`src/rtl/tune_pkg.sv`:
```
// tune_pkg -- shared types and helpers for the tuning sequencer.
//
// Contents:
//   tune_state_t : sequencer state (IDLE, SETTLE, MEASURE)
//   tune_dir_t   : tuning direction (UP, DOWN)
//   k_step()     : one-channel move of the DDS constant with band wrap
//
// The DDS constant width is fixed at DDS_W; the top-level width_dds
// parameter must match it.
package tune_pkg;

  localparam int unsigned DDS_W = 32;

  typedef enum logic [1:0] {
    ST_IDLE    = 2'd0,
    ST_SETTLE  = 2'd1,
    ST_MEASURE = 2'd2
  } tune_state_t;

  typedef enum logic {
    DIR_UP   = 1'b0,
    DIR_DOWN = 1'b1
  } tune_dir_t;

  // Move k one channel in direction dir, wrapping at the band edges.
  // The comparison is done one bit wider than k so neither k + k_inc nor
  // k_min + k_inc can overflow near the top of the number range.
  function automatic logic [DDS_W-1:0] k_step(
    input logic [DDS_W-1:0] k,
    input tune_dir_t        dir,
    input logic [DDS_W-1:0] k_min,
    input logic [DDS_W-1:0] k_max,
    input logic [DDS_W-1:0] k_inc
  );
    logic [DDS_W:0] wide;
    if (dir == DIR_UP) begin
      wide = {1'b0, k} + {1'b0, k_inc};
      if (wide > {1'b0, k_max}) begin
        return k_min;
      end
      return wide[DDS_W-1:0];
    end
    wide = {1'b0, k_min} + {1'b0, k_inc};
    if ({1'b0, k} < wide) begin
      return k_max;
    end
    return k - k_inc;
  endfunction

endpackage

```
`src/rtl/tune_timer.sv`:
```
// tune_timer -- settle counter advanced by the time-base enable.
//
// Ports:
//   clk, reset_n : clock, asynchronous active-low reset
//   en           : time-base tick (one clk wide)
//   start        : clear the count (the sequencer is (re)entering SETTLE)
//   run          : sequencer is in SETTLE; ticks are counted only then
//   done         : combinational, high in the cycle whose tick completes
//                  SETTLE counted ticks
//
// An en arriving together with start is not counted: start wins.
module tune_timer #(
  parameter int unsigned SETTLE = 64
) (
  input  logic clk,
  input  logic reset_n,
  input  logic en,
  input  logic start,
  input  logic run,
  output logic done
);

  localparam int unsigned CW = $clog2(SETTLE + 1);
  localparam logic [CW-1:0] LAST = CW'(SETTLE - 1);

  logic [CW-1:0] cnt_q, cnt_d;

  assign done = run && en && !start && (cnt_q == LAST);

  always_comb begin
    cnt_d = cnt_q;
    if (start) begin
      cnt_d = '0;
    end else if (run && en) begin
      cnt_d = done ? '0 : cnt_q + CW'(1);
    end
  end

  always_ff @(posedge clk or negedge reset_n) begin
    if (!reset_n) begin
      cnt_q <= '0;
    end else begin
      cnt_q <= cnt_d;
    end
  end

endmodule

```
`src/rtl/tune_ctrl.sv`:
```
// tune_ctrl -- tuning sequencer for the FM receiver.
//
// Owns the DDS phase reload constant K, applies step / preset / seek
// requests, and mutes audio while the receiver settles after a retune.
//
// Optional feature macro: TUNE_CTRL_SEEK_EN
//   defined   : seek_up/seek_down, MEASURE state, seek_start and locked
//   undefined : seek and rssi inputs ignored, SETTLE always returns to IDLE,
//               locked tied to 0
//
// Ports:
//   clk, reset_n          : 240 MHz clock, asynchronous active-low reset
//   en                    : 32 kHz time-base tick (one clk wide)
//   step_up, step_down    : one-clk pulses, move one channel
//   seek_up, seek_down    : one-clk pulses, start a seek
//   preset_load, preset_k : load a (clamped) preset constant
//   rssi, rssi_valid      : signal level and its sample strobe
//   threshold             : seek stop level
//   K                     : DDS phase reload constant (registered)
//   mute                  : audio mute request
//   busy                  : sequencer not idle
//   locked                : last seek stopped on a station
module tune_ctrl
  import tune_pkg::*;
#(
  parameter int unsigned          width_dds  = 32,
  parameter int unsigned          width_rssi = 16,
  parameter logic [width_dds-1:0] K_MIN      = 32'h0CCC_CCCD,
  parameter logic [width_dds-1:0] K_MAX      = 32'h0E66_6666,
  parameter logic [width_dds-1:0] K_STEP     = 32'h0001_5D86,
  parameter logic [width_dds-1:0] K_RESET    = K_MIN,
  parameter int unsigned          SETTLE     = 64
) (
  input  logic                  clk,
  input  logic                  reset_n,
  input  logic                  en,
  input  logic                  step_up,
  input  logic                  step_down,
  input  logic                  seek_up,
  input  logic                  seek_down,
  input  logic                  preset_load,
  input  logic [width_dds-1:0]  preset_k,
  input  logic [width_rssi-1:0] rssi,
  input  logic                  rssi_valid,
  input  logic [width_rssi-1:0] threshold,
  output logic [width_dds-1:0]  K,
  output logic                  mute,
  output logic                  busy,
  output logic                  locked
);

  tune_state_t          state_q, state_d;
  logic [width_dds-1:0] k_q, k_d;
  logic                 mute_q, busy_q;
  logic                 timer_start, timer_done;
  logic [width_dds-1:0] preset_clamped;
  logic                 step_req;
  tune_dir_t            step_dir;

  // Simultaneous up+down cancels out.
  assign step_req = step_up ^ step_down;
  assign step_dir = step_up ? DIR_UP : DIR_DOWN;

  always_comb begin
    preset_clamped = preset_k;
    if (preset_k < K_MIN) begin
      preset_clamped = K_MIN;
    end else if (preset_k > K_MAX) begin
      preset_clamped = K_MAX;
    end
  end

`ifdef TUNE_CTRL_SEEK_EN
  logic                 seek_act_q, seek_act_d;
  tune_dir_t            seek_dir_q, seek_dir_d;
  logic [width_dds-1:0] seek_start_q, seek_start_d;
  logic                 locked_q, locked_d;
  logic                 seek_req;
  tune_dir_t            seek_dir_req;
  logic [width_dds-1:0] seek_next;

  assign seek_req     = seek_up ^ seek_down;
  assign seek_dir_req = seek_up ? DIR_UP : DIR_DOWN;
  assign seek_next    = k_step(k_q, seek_dir_q, K_MIN, K_MAX, K_STEP);
  assign locked       = locked_q;
`else
  logic unused_seek;
  assign unused_seek = ^{seek_up, seek_down, rssi, rssi_valid, threshold};
  assign locked      = 1'b0;
`endif

  tune_timer #(
    .SETTLE (SETTLE)
  ) u_timer (
    .clk     (clk),
    .reset_n (reset_n),
    .en      (en),
    .start   (timer_start),
    .run     (state_q == ST_SETTLE),
    .done    (timer_done)
  );

  always_comb begin
    state_d     = state_q;
    k_d         = k_q;
    timer_start = 1'b0;
`ifdef TUNE_CTRL_SEEK_EN
    seek_act_d   = seek_act_q;
    seek_dir_d   = seek_dir_q;
    seek_start_d = seek_start_q;
    locked_d     = locked_q;
`endif

    if (preset_load) begin
      // Preset overrides everything, in every state, and restarts settling.
      k_d         = preset_clamped;
      state_d     = ST_SETTLE;
      timer_start = 1'b1;
`ifdef TUNE_CTRL_SEEK_EN
      seek_act_d = 1'b0;
      locked_d   = 1'b0;
`endif
    end else begin
      case (state_q)
        ST_IDLE: begin
`ifdef TUNE_CTRL_SEEK_EN
          if (seek_req) begin
            seek_start_d = k_q;
            seek_dir_d   = seek_dir_req;
            seek_act_d   = 1'b1;
            locked_d     = 1'b0;
            k_d          = k_step(k_q, seek_dir_req, K_MIN, K_MAX, K_STEP);
            state_d      = ST_SETTLE;
            timer_start  = 1'b1;
          end else
`endif
          if (step_req) begin
            k_d         = k_step(k_q, step_dir, K_MIN, K_MAX, K_STEP);
            state_d     = ST_SETTLE;
            timer_start = 1'b1;
`ifdef TUNE_CTRL_SEEK_EN
            locked_d = 1'b0;
`endif
          end
        end

        ST_SETTLE: begin
          if (timer_done) begin
`ifdef TUNE_CTRL_SEEK_EN
            state_d = seek_act_q ? ST_MEASURE : ST_IDLE;
`else
            state_d = ST_IDLE;
`endif
          end
        end

`ifdef TUNE_CTRL_SEEK_EN
        ST_MEASURE: begin
          if (rssi_valid) begin
            if (rssi >= threshold) begin
              locked_d   = 1'b1;
              seek_act_d = 1'b0;
              state_d    = ST_IDLE;
            end else if (seek_next == seek_start_q) begin
              // Wrapped all the way round without a station: settle back
              // on the original channel with the seek finished.
              locked_d    = 1'b0;
              seek_act_d  = 1'b0;
              k_d         = seek_start_q;
              state_d     = ST_SETTLE;
              timer_start = 1'b1;
            end else begin
              k_d         = seek_next;
              state_d     = ST_SETTLE;
              timer_start = 1'b1;
            end
          end
        end
`endif

        default: state_d = ST_IDLE;
      endcase
    end
  end

  always_ff @(posedge clk or negedge reset_n) begin
    if (!reset_n) begin
      state_q <= ST_SETTLE;
      k_q     <= K_RESET;
      mute_q  <= 1'b1;
      busy_q  <= 1'b1;
    end else begin
      state_q <= state_d;
      k_q     <= k_d;
      mute_q  <= (state_d != ST_IDLE);
      busy_q  <= (state_d != ST_IDLE);
    end
  end

`ifdef TUNE_CTRL_SEEK_EN
  always_ff @(posedge clk or negedge reset_n) begin
    if (!reset_n) begin
      seek_act_q   <= 1'b0;
      seek_dir_q   <= DIR_UP;
      seek_start_q <= K_RESET;
      locked_q     <= 1'b0;
    end else begin
      seek_act_q   <= seek_act_d;
      seek_dir_q   <= seek_dir_d;
      seek_start_q <= seek_start_d;
      locked_q     <= locked_d;
    end
  end
`endif

  assign K    = k_q;
  assign mute = mute_q;
  assign busy = busy_q;

endmodule

```
`config.mk`:
```
export PLATFORM = sky130hd
export DESIGN_NAME = tune_ctrl
export DESIGN_NICKNAME = d
export VERILOG_FILES = /design/src/rtl/tune_pkg.sv /design/src/rtl/tune_timer.sv /design/src/rtl/tune_ctrl.sv
export SDC_FILE = /design/constraint.sdc
export NUM_CORES = 1
export LEC_CHECK = 0
export CORE_MARGIN = 1.5
export CORE_UTILIZATION = 40
export CTS_CLUSTER_SIZE = 16
export DETAILED_ROUTE_END_ITERATION = 7
export HOLD_SLACK_MARGIN = 0.02
export PLACE_DENSITY_LB_ADDON = 0.05
export SLEW_MARGIN = 20
export SYNTH_ARGS = -nofsm -noshare
export SYNTH_HDL_FRONTEND = slang
export SYNTH_SLANG_ARGS = --single-unit
```
`constraint.sdc`:
```
create_clock -name clk -period 4.18 [get_ports clk]
set_input_delay 0.836 -clock clk [delete_from_list [all_inputs] [get_ports clk]]
set_output_delay 0.836 -clock clk [all_outputs]
set_load 0.005 [all_outputs]
```
# == Yosys cells after proc, flatten, opt, wreduce, memory -nomap -nowiden ==
# Index checks and enable logic that the tools add are counted.
# op_classes
muxes,35
n_lt_le_gt_ge,4
n_reduce_logical,10
n_addsub,3
n_eq_ne,2
n_bitwise,1
# op_table
operator,n
$mux 32,11
$lt 32x28->1 const B,2
$add 32x17->33 const B,1
$gt 33x28->1 const B,1
$gt 32x28->1 const B,1
$sub 32x17->32 const B,1
$mux 7,3
$mux 1,17
$reduce_bool 2->1,4
$add 7x1->7 const B,1
$eq 7x6->1 const B,1
$mux 2,3
$pmux 2 s2,1
$logic_and 1x1->1,3
$eq 2x1->1 const B,1
$logic_not 2->1,1
$reduce_and 2->1,1
$logic_not 1->1,1
$xor 1x1->1,1
# totals
word_cells,59
regBits,42

# == Logic depth before layout (Yosys ltp) ==
# Gate-level depths: netlist (run 1).
# logic_depth
depth_word,15
mapped_depth,15
depth_no_buf,12

# == Modules after synthesis ==
# Synthesis (run 1) repeated with hierarchy kept, for this count alone.
# unflattened
cells_unflattened,646
area_unflattened_um2,4700.8
# by_module_without_submodules
mod,instances,cells_per_inst,area_per_inst_um2,seq_area_each_um2
tune_ctrl,1,606,4337.9,897.1
tune_timer,1,40,362.8,175.2

# == Worst setup path after synthesis (run 1) ==
# No wires, ideal clock.
# synth_path
path_kind,register -> register
from,"reg k_q[2], in the netlist K[2]"
to,"reg k_q[12], in the netlist K[12]"
path_buffers,3
stages_incl_launch_ff,15
slack_ps,930
t_arrival_ps,3129
synth_period_minus_slack_ps,3250
setup_ps,121
t_required_ps,4059
cell_sequence,dfstp_2 > buf_2 > inv_1 > ha_1 > buf_2 > nor3_2 > o2111ai_1 > a21o_1 > a32oi_1 > a22oi_1 > a211o_1 > and2_1 > buf_6 > a221o_1 > a22o_1
# synth_via
elab_chain_len,15
word_cells_on_any_way,22
classes_between,add/sub: 2; order compare: 2; mux: 18
# synth_lines
item,line_no,text
from (decl),tune_ctrl.sv:53,"logic [width_dds-1:0] k_q, k_d;"
from (signal assigned),tune_ctrl.sv:194,k_q <= k_d;
$add 32x17->33,tune_pkg.sv:37,"wide = {1'b0, k} + {1'b0, k_inc};"
$gt 33x28->1,tune_pkg.sv:38,"if (wide > {1'b0, k_max}) begin"
$mux 1,tune_pkg.sv:38,
$mux 1,tune_pkg.sv:36,if (dir == DIR_UP) begin
$mux 1,tune_ctrl.sv:137,if (step_req) begin
$mux 1,tune_ctrl.sv:124,case (state_q)
$mux 1,tune_ctrl.sv:114,if (preset_load) begin
$mux 32,tune_pkg.sv:41,return wide[DDS_W-1:0];
$mux 32,tune_pkg.sv:36,
$mux 32,tune_pkg.sv:44,"if ({1'b0, k} < wide) begin"
$mux 32,tune_pkg.sv:47,return k - k_inc;
$mux 32 (*),tune_pkg.sv:43,"wide = {1'b0, k_min} + {1'b0, k_inc};"
$mux 32 (*),tune_ctrl.sv:137,
$mux 32 (*),tune_ctrl.sv:124,
$mux 32 (*),tune_ctrl.sv:114,
# Every way passes the cells marked *; elsewhere a longest branch is shown, timed or not. The select of a mux whose other input is x is not followed.
# A chain may end at the register's enable or synchronous reset.

# == Worst setup path after layout (run 1) ==
# layout_path
from,"reg k_q[2], in the netlist K[2]"
to,"reg k_q[18], in the netlist K[18]"
# The elaborated chain is that of the path after synthesis.

==> flow_summary.toml, run 1 <==
[run_status]
outcome = "complete, no violations"

[worst_setup_path]
worstPathMaxFanout = 13
worstPathRequired_ns = 4.43
cp_data_arrival_time_ns = 4.10
regToRegEndpoint = "K[18]$_DFFE_PN1P_"
reg2reg_from = "K[2]$_DFFE_PN1P_"
crit_type = "flop to flop"
startpoint_type = "flop"
reg2reg_setup_slack_ns = 0.33
reg2reg_depth = 12
crit_path_end_kind = "flop"

[cells_and_area]
final_cell_count_no_fill = 802
post-route-cell-area_sq_mm = 0.00540
drive_gt1_frac = 0.0906
final_cell_mix = "clkdlybuf4s50_1 (70), nor2_1 (63), nand2_1 (53), o21ai_0 (51), a21oi_1 (42)"
fill_cells = 1108
syn2layout_area_growth_pct = 20.5
diodes = 0
final_common_cell = "clkdlybuf4s50_1"
final_nets = 738

[cts]
cts_tree = "built"
clk_latency_ns = 0.30
root_buffer = "clkbuf_8"
post_cts_buffers = 0
ctsHtreeMaxLevel = 2
numCtsBuffers = 5
clk_pin_slew_ns = 0.09
hold_buffers = 0
cts.path.max_buffers = 2
cts_resized = 0
numClockSinks = 42

[grt]
grt_pass1_vias = 4684
grt_first_pass_wirelength_um = 25800
grt_overflow = 0
track_usage = 0.285
grt_max_degree = 43
antenna_found_initial = 0

[timing]
slew_headroom = 0.464
setup_viol = 0
clock.fmax_ghz = 0.260
fin_worst_skew_ns = 0.00473
tns_ns = 0
period_share = 0.920
worstMarginPinSlew_ns = 0.801
rsz0062_at_grt = "false"
finalHoldViolCount = 0
finalCriticalPeriod_ns = 3.85
slew_violations = 0
fin_ws_ns = 0.334
whs_ns = 0.527

[logic_synthesis]
synth_cells = 613
yosysTopAreaCell = "dfrtp_1"
yosys.area_share.adder = 0.0112
synthFlopType = "dfrtp_1"
ys_seq_elements = 42
synth.area.top_cells = "dfrtp_1 (14%), dfstp_2 (10%), o21ai_0 (5.7%)"
synth_top_family_by_area = "compound AO/OA/AOI/OAI gates"
synthSimpleGateAreaFrac = 0.255
ys_types = 78
synth_mux_area_frac = 0.0134
ys_warn_count = 0
synth_xor_area_frac = 0.0665
synth_edf_count = 0
ys_seq_area_frac = 0.239
syn_area_per_cell_sq_um = 7.31
synth_area_sq_mm = 0.00448
synth_async_sr_flop_share = 1.00
synth_compound_area_frac = 0.347
yosysTopAreaCellShare = 0.140

[routing]
routed-via-count = 5080
first_iter_violations = 502
drt-total-wl_um = 16300
wl_per_cell_um = 20.3
drc = 0
viasPerCell = 6.33
first_pass_iters = 6
ant_nets = 0

[run]
maxCapViolCount = 0

[floorplan]
core-area_sq_mm = 0.0109
dieArea_sq_mm = 0.0118
io_pins = 108
die_w_um = 109
placementRows = 38
die_y_um = 109
start_util = 0.412

[pwr]
power.leakage_uw = 0.00202
p_per_area_mw_per_mm2 = 268
vdd_drop_max_mv = 0.153

[place]
placed_cell_area_sq_mm = 0.00529
dpl.cell_count = 794
place_congestion = 0.891
pre_cts_ws_ns = 0.392
hpwl_um = 12000
port_buffers = 71

[worst_hold_path]
min-delay-path-class = "primary input to async pin"
==> Yosys cell counts (8+ instances only) <==
cell	n
nand2_1	53
o21ai_0	51
dfstp_2	17
a211oi_1	13
inv_1	14
nand3_1	23
xor2_1	11
a21o_1	12
buf_2	13
a31oi_1	11
nand4_1	8
xnor2_1	23
and2_1	10
a221oi_1	9
a21oi_1	42
nor2_1	63
nor3_1	17
o211ai_1	10
clkbuf_1	32
dfrtp_1	25
==> report_power, final <==
part           internal [uW]  switching (uW)
Clock                    179             153
Combinational            257             323
Sequential               448            85.5
==> registers in the layout, summed over array words and instances (netlist names) <==
register	cells
busy	1
state_q	2
K	32
u_timer.cnt_q	7
==> metal layers <==
layer	GRT usage	up-vias	part of all wire
li1	-	2377	-
met4	0.0686	0	0.013
met3	0.0496	19	0.085
met1	0.423	2423	0.46
met2	0.425	261	0.44
met5	0	-	0
==> layout make-up <==
| class | instances | area, sq um | share of cell area |
|---|---|---|---|
| flip-flops and latches | 42 | 1070 | 0.199 |
| multi-input cells | 504 | 3110 | 0.577 |
| inverters | 15 | 56.3 | 0.0104 |
| clock inverters | 1 | 30.0 | 0.00556 |
| well taps | 140 | 175 | 0.0325 |
| repair buffers | 93 | 873 | 0.162 |
| clock buffers | 7 | 76.3 | 0.0141 |
==> critical path, cell delays in order (launching register included) <==
cell and delay [ns]:
dfstp_2 0.68, inv_1 0.10, ha_1 0.30, buf_4 0.21, nor3_2 0.28, o2111ai_1 0.23, a21o_1 0.27, a32oi_1 0.31
a22oi_1 0.15, a211o_1 0.34, and2_1 0.27, a221oi_1 0.44, o22a_1 0.21
==> worst max path at each step <==
stage	endpoint	slack [ns]	startpoint	cells after the start
final	K[18]$_DFFE_PN1P_	0.33	K[2]$_DFFE_PN1P_	12
after global routing	K[18]$_DFFE_PN1P_	0.09	K[2]$_DFFE_PN1P_	12
after CTS	K[24]$_DFFE_PN0P_	0.38	K[2]$_DFFE_PN1P_	12
after detailed placement	K[21]$_DFFE_PN0P_	0.39	preset_k[12]	12
after global placement	K[21]$_DFFE_PN0P_	0.40	preset_k[9]	12
after floorplan	K[12]$_DFFE_PN0P_	0.93	K[2]$_DFFE_PN1P_	14
==> kinds of logic after synthesis <==
group                      after synthesis
AOI/OAI and AO/OA                      229
and+or+nand+nor                        229
buffers and inverters                   68
DFF                                     42
xor gates and xnor gates                34
muxes                                    6
adders and majority gates                4
other                                    1
==> stage by stage <==
stage	total power [uW]	utilization
after global routing	1520	0.496
after CTS	1440	0.496
after global placement	1100	0.486
after floorplan	872	-
after detailed placement	1100	0.486
final	1450	0.496
Note: power is estimated with default switching activity, not from simulation.
==> run 2: changes to the inputs <==
--- a/config.mk
+++ b/config.mk
@@ -5,8 +5,9 @@
 export SDC_FILE = /design/constraint.sdc
 export NUM_CORES = 1
 export LEC_CHECK = 0
+export CAP_MARGIN = 20
 export CORE_MARGIN = 1.5
-export CORE_UTILIZATION = 40
+export CORE_UTILIZATION = 51
 export CTS_CLUSTER_SIZE = 16
 export DETAILED_ROUTE_END_ITERATION = 7
 export HOLD_SLACK_MARGIN = 0.02
==> run 2 against run 1 <==
Against the previous run: sequential share of layout area is 0.19 points higher; flip-flop and latch count stayed put; worst setup slack better by 0.0062 ns; first-iteration DRC count is 2.8% higher; via count is 1.9% higher; fmax is 0.16% higher; power is 3.7% lower; largest cell class unchanged; largest power group unchanged.
==> flow_summary.toml, run 2 (synthesis results as in run 1) <==
[floorplan]
core-area_sq_mm = 0.00864
die_y_um = 96.7
start_util = 0.519
placementRows = 34
dieArea_sq_mm = 0.00936
die_w_um = 96.7
io_pins = 108

[cells_and_area]
final_cell_count_no_fill = 770
multi_input_area_sq_mm = 0.00311
diodes = 0
syn2layout_area_growth_pct = 19.4
final_nets = 738
final_common_cell = "clkdlybuf4s50_1"
regArea_sq_mm = 0.00107
final_cell_mix = "clkdlybuf4s50_1 (70), nor2_1 (63), nand2_1 (53), o21ai_0 (51), a21oi_1 (42)"
drive_gt1_frac = 0.0921
largest_reg_flops = 32
fill_cells = 826

[worst_hold_path]
min-delay-path-class = "primary input to async pin"

[grt]
grt_first_pass_wirelength_um = 25000
grt_overflow = 0
antenna_found_initial = 0
grt_max_degree = 43
track_usage = 0.331
grt_pass1_vias = 4654

[routing]
wl_per_cell_um = 20.3
viasPerCell = 6.72
drc = 0
first_iter_violations = 516
ant_nets = 0
drt-total-wl_um = 15700
first_pass_iters = 5
routed-via-count = 5175

[cts]
clk_latency_ns = 0.31
post_cts_buffers = 0
root_buffer = "clkbuf_8"
cts.path.max_buffers = 2
cts_resized = 0
hold_buffers = 0
numCtsBuffers = 5
numClockSinks = 42
ctsHtreeMaxLevel = 2
clk_pin_slew_ns = 0.09
cts_tree = "built"

[pwr]
vdd_drop_max_mv = 0.151
p_per_area_mw_per_mm2 = 260
power.leakage_uw = 0.00202

[timing]
period_share = 0.919
setup_viol = 0
fin_ws_ns = 0.340
clock.fmax_ghz = 0.260
tns_ns = 0
slew_violations = 0
whs_ns = 0.437
finalCriticalPeriod_ns = 3.84
finalHoldViolCount = 0
fin_worst_skew_ns = 0.00945
rsz0062_at_grt = "false"
worstMarginPinSlew_ns = 0.793
slew_headroom = 0.470

[run_status]
outcome = "complete, no violations"

[worst_setup_path]
worstPathRequired_ns = 4.41
reg2reg_from = "K[2]$_DFFE_PN1P_"
cp_data_arrival_time_ns = 4.07
worstPathMaxFanout = 13
regToRegEndpoint = "K[20]$_DFFE_PN0P_"
crit_type = "flop to flop"
startpoint_type = "flop"
crit_path_end_kind = "flop"
reg2reg_setup_slack_ns = 0.34
crit_start = "K[2]$_DFFE_PN1P_"
reg2reg_depth = 13

[place]
hpwl_um = 11400
port_buffers = 71
dpl.cell_count = 761
place_congestion = 0.903
pre_cts_ws_ns = 0.244

[run]
maxCapViolCount = 0
## run 2: cell types whose count changed in the layout (fill, tap and decap cells not counted)
cell,change
buf_4,-2
buf_12,+1
buf_2,+1
bufinv_16,-1
clkbuf_1,-1
clkinv_2,+1
clkinv_4,+1
## run 2: cell type report
cell class	instances	area share
multi-input combinational	504	0.582
clock inverter	2	0.00257
timing repair buffer	93	0.165
inverter	15	0.0105
sequential	42	0.201
clock buffer	6	0.0136
tap	108	0.0253
## run 2: through the flow
| step | utilization | power, uW | area (sq um) |
|---|---|---|---|
| after floorplan | - | 872 | 4480 |
| after global placement | 0.607 | 1090 | 5240 |
| after detailed placement | 0.607 | 1100 | 5240 |
| after CTS | 0.617 | 1380 | 5330 |
| after global routing | 0.619 | 1460 | 5350 |
| final | 0.619 | 1390 | 5350 |
## run 2: critical path: stages, from the launching register on
cell	delay, ns
dfstp_2	0.68
inv_1	0.09
ha_1	0.22
and3b_1	0.32
a41o_1	0.29
o21a_1	0.25
nor2_1	0.14
o41a_1	0.46
a22oi_1	0.17
a211o_1	0.19
nand2_1	0.27
buf_4	0.26
a211oi_1	0.24
a2bb2oi_1	0.19
## run 2: routing by layer
metal  track usage  vias up  part of all wire
met2         0.501      292              0.44
met5             0        -                 0
li1              -     2390                 -
met1         0.470     2441              0.43
met3        0.0614       52             0.099
met4         0.123        0             0.036
## run 2: worst max path at each step
stage | endpoint | slack (ns) | cells past startpoint
global placement | K[21]$_DFFE_PN0P_ | 0.31 | 11
finish | K[20]$_DFFE_PN0P_ | 0.34 | 13
floorplan | K[12]$_DFFE_PN0P_ | 0.93 | 14
CTS | K[20]$_DFFE_PN0P_ | 0.42 | 13
detailed placement | K[24]$_DFFE_PN0P_ | 0.24 | 11
global route | K[20]$_DFFE_PN0P_ | 0.07 | 13
## run 2: power breakdown
part / total [uW] / internal, uW / switching (uW)
clock network: 277 / 118 / 158
logic: 576 / 260 / 316
registers: 539 / 448 / 90.4
total: 1390 / 827 / 565
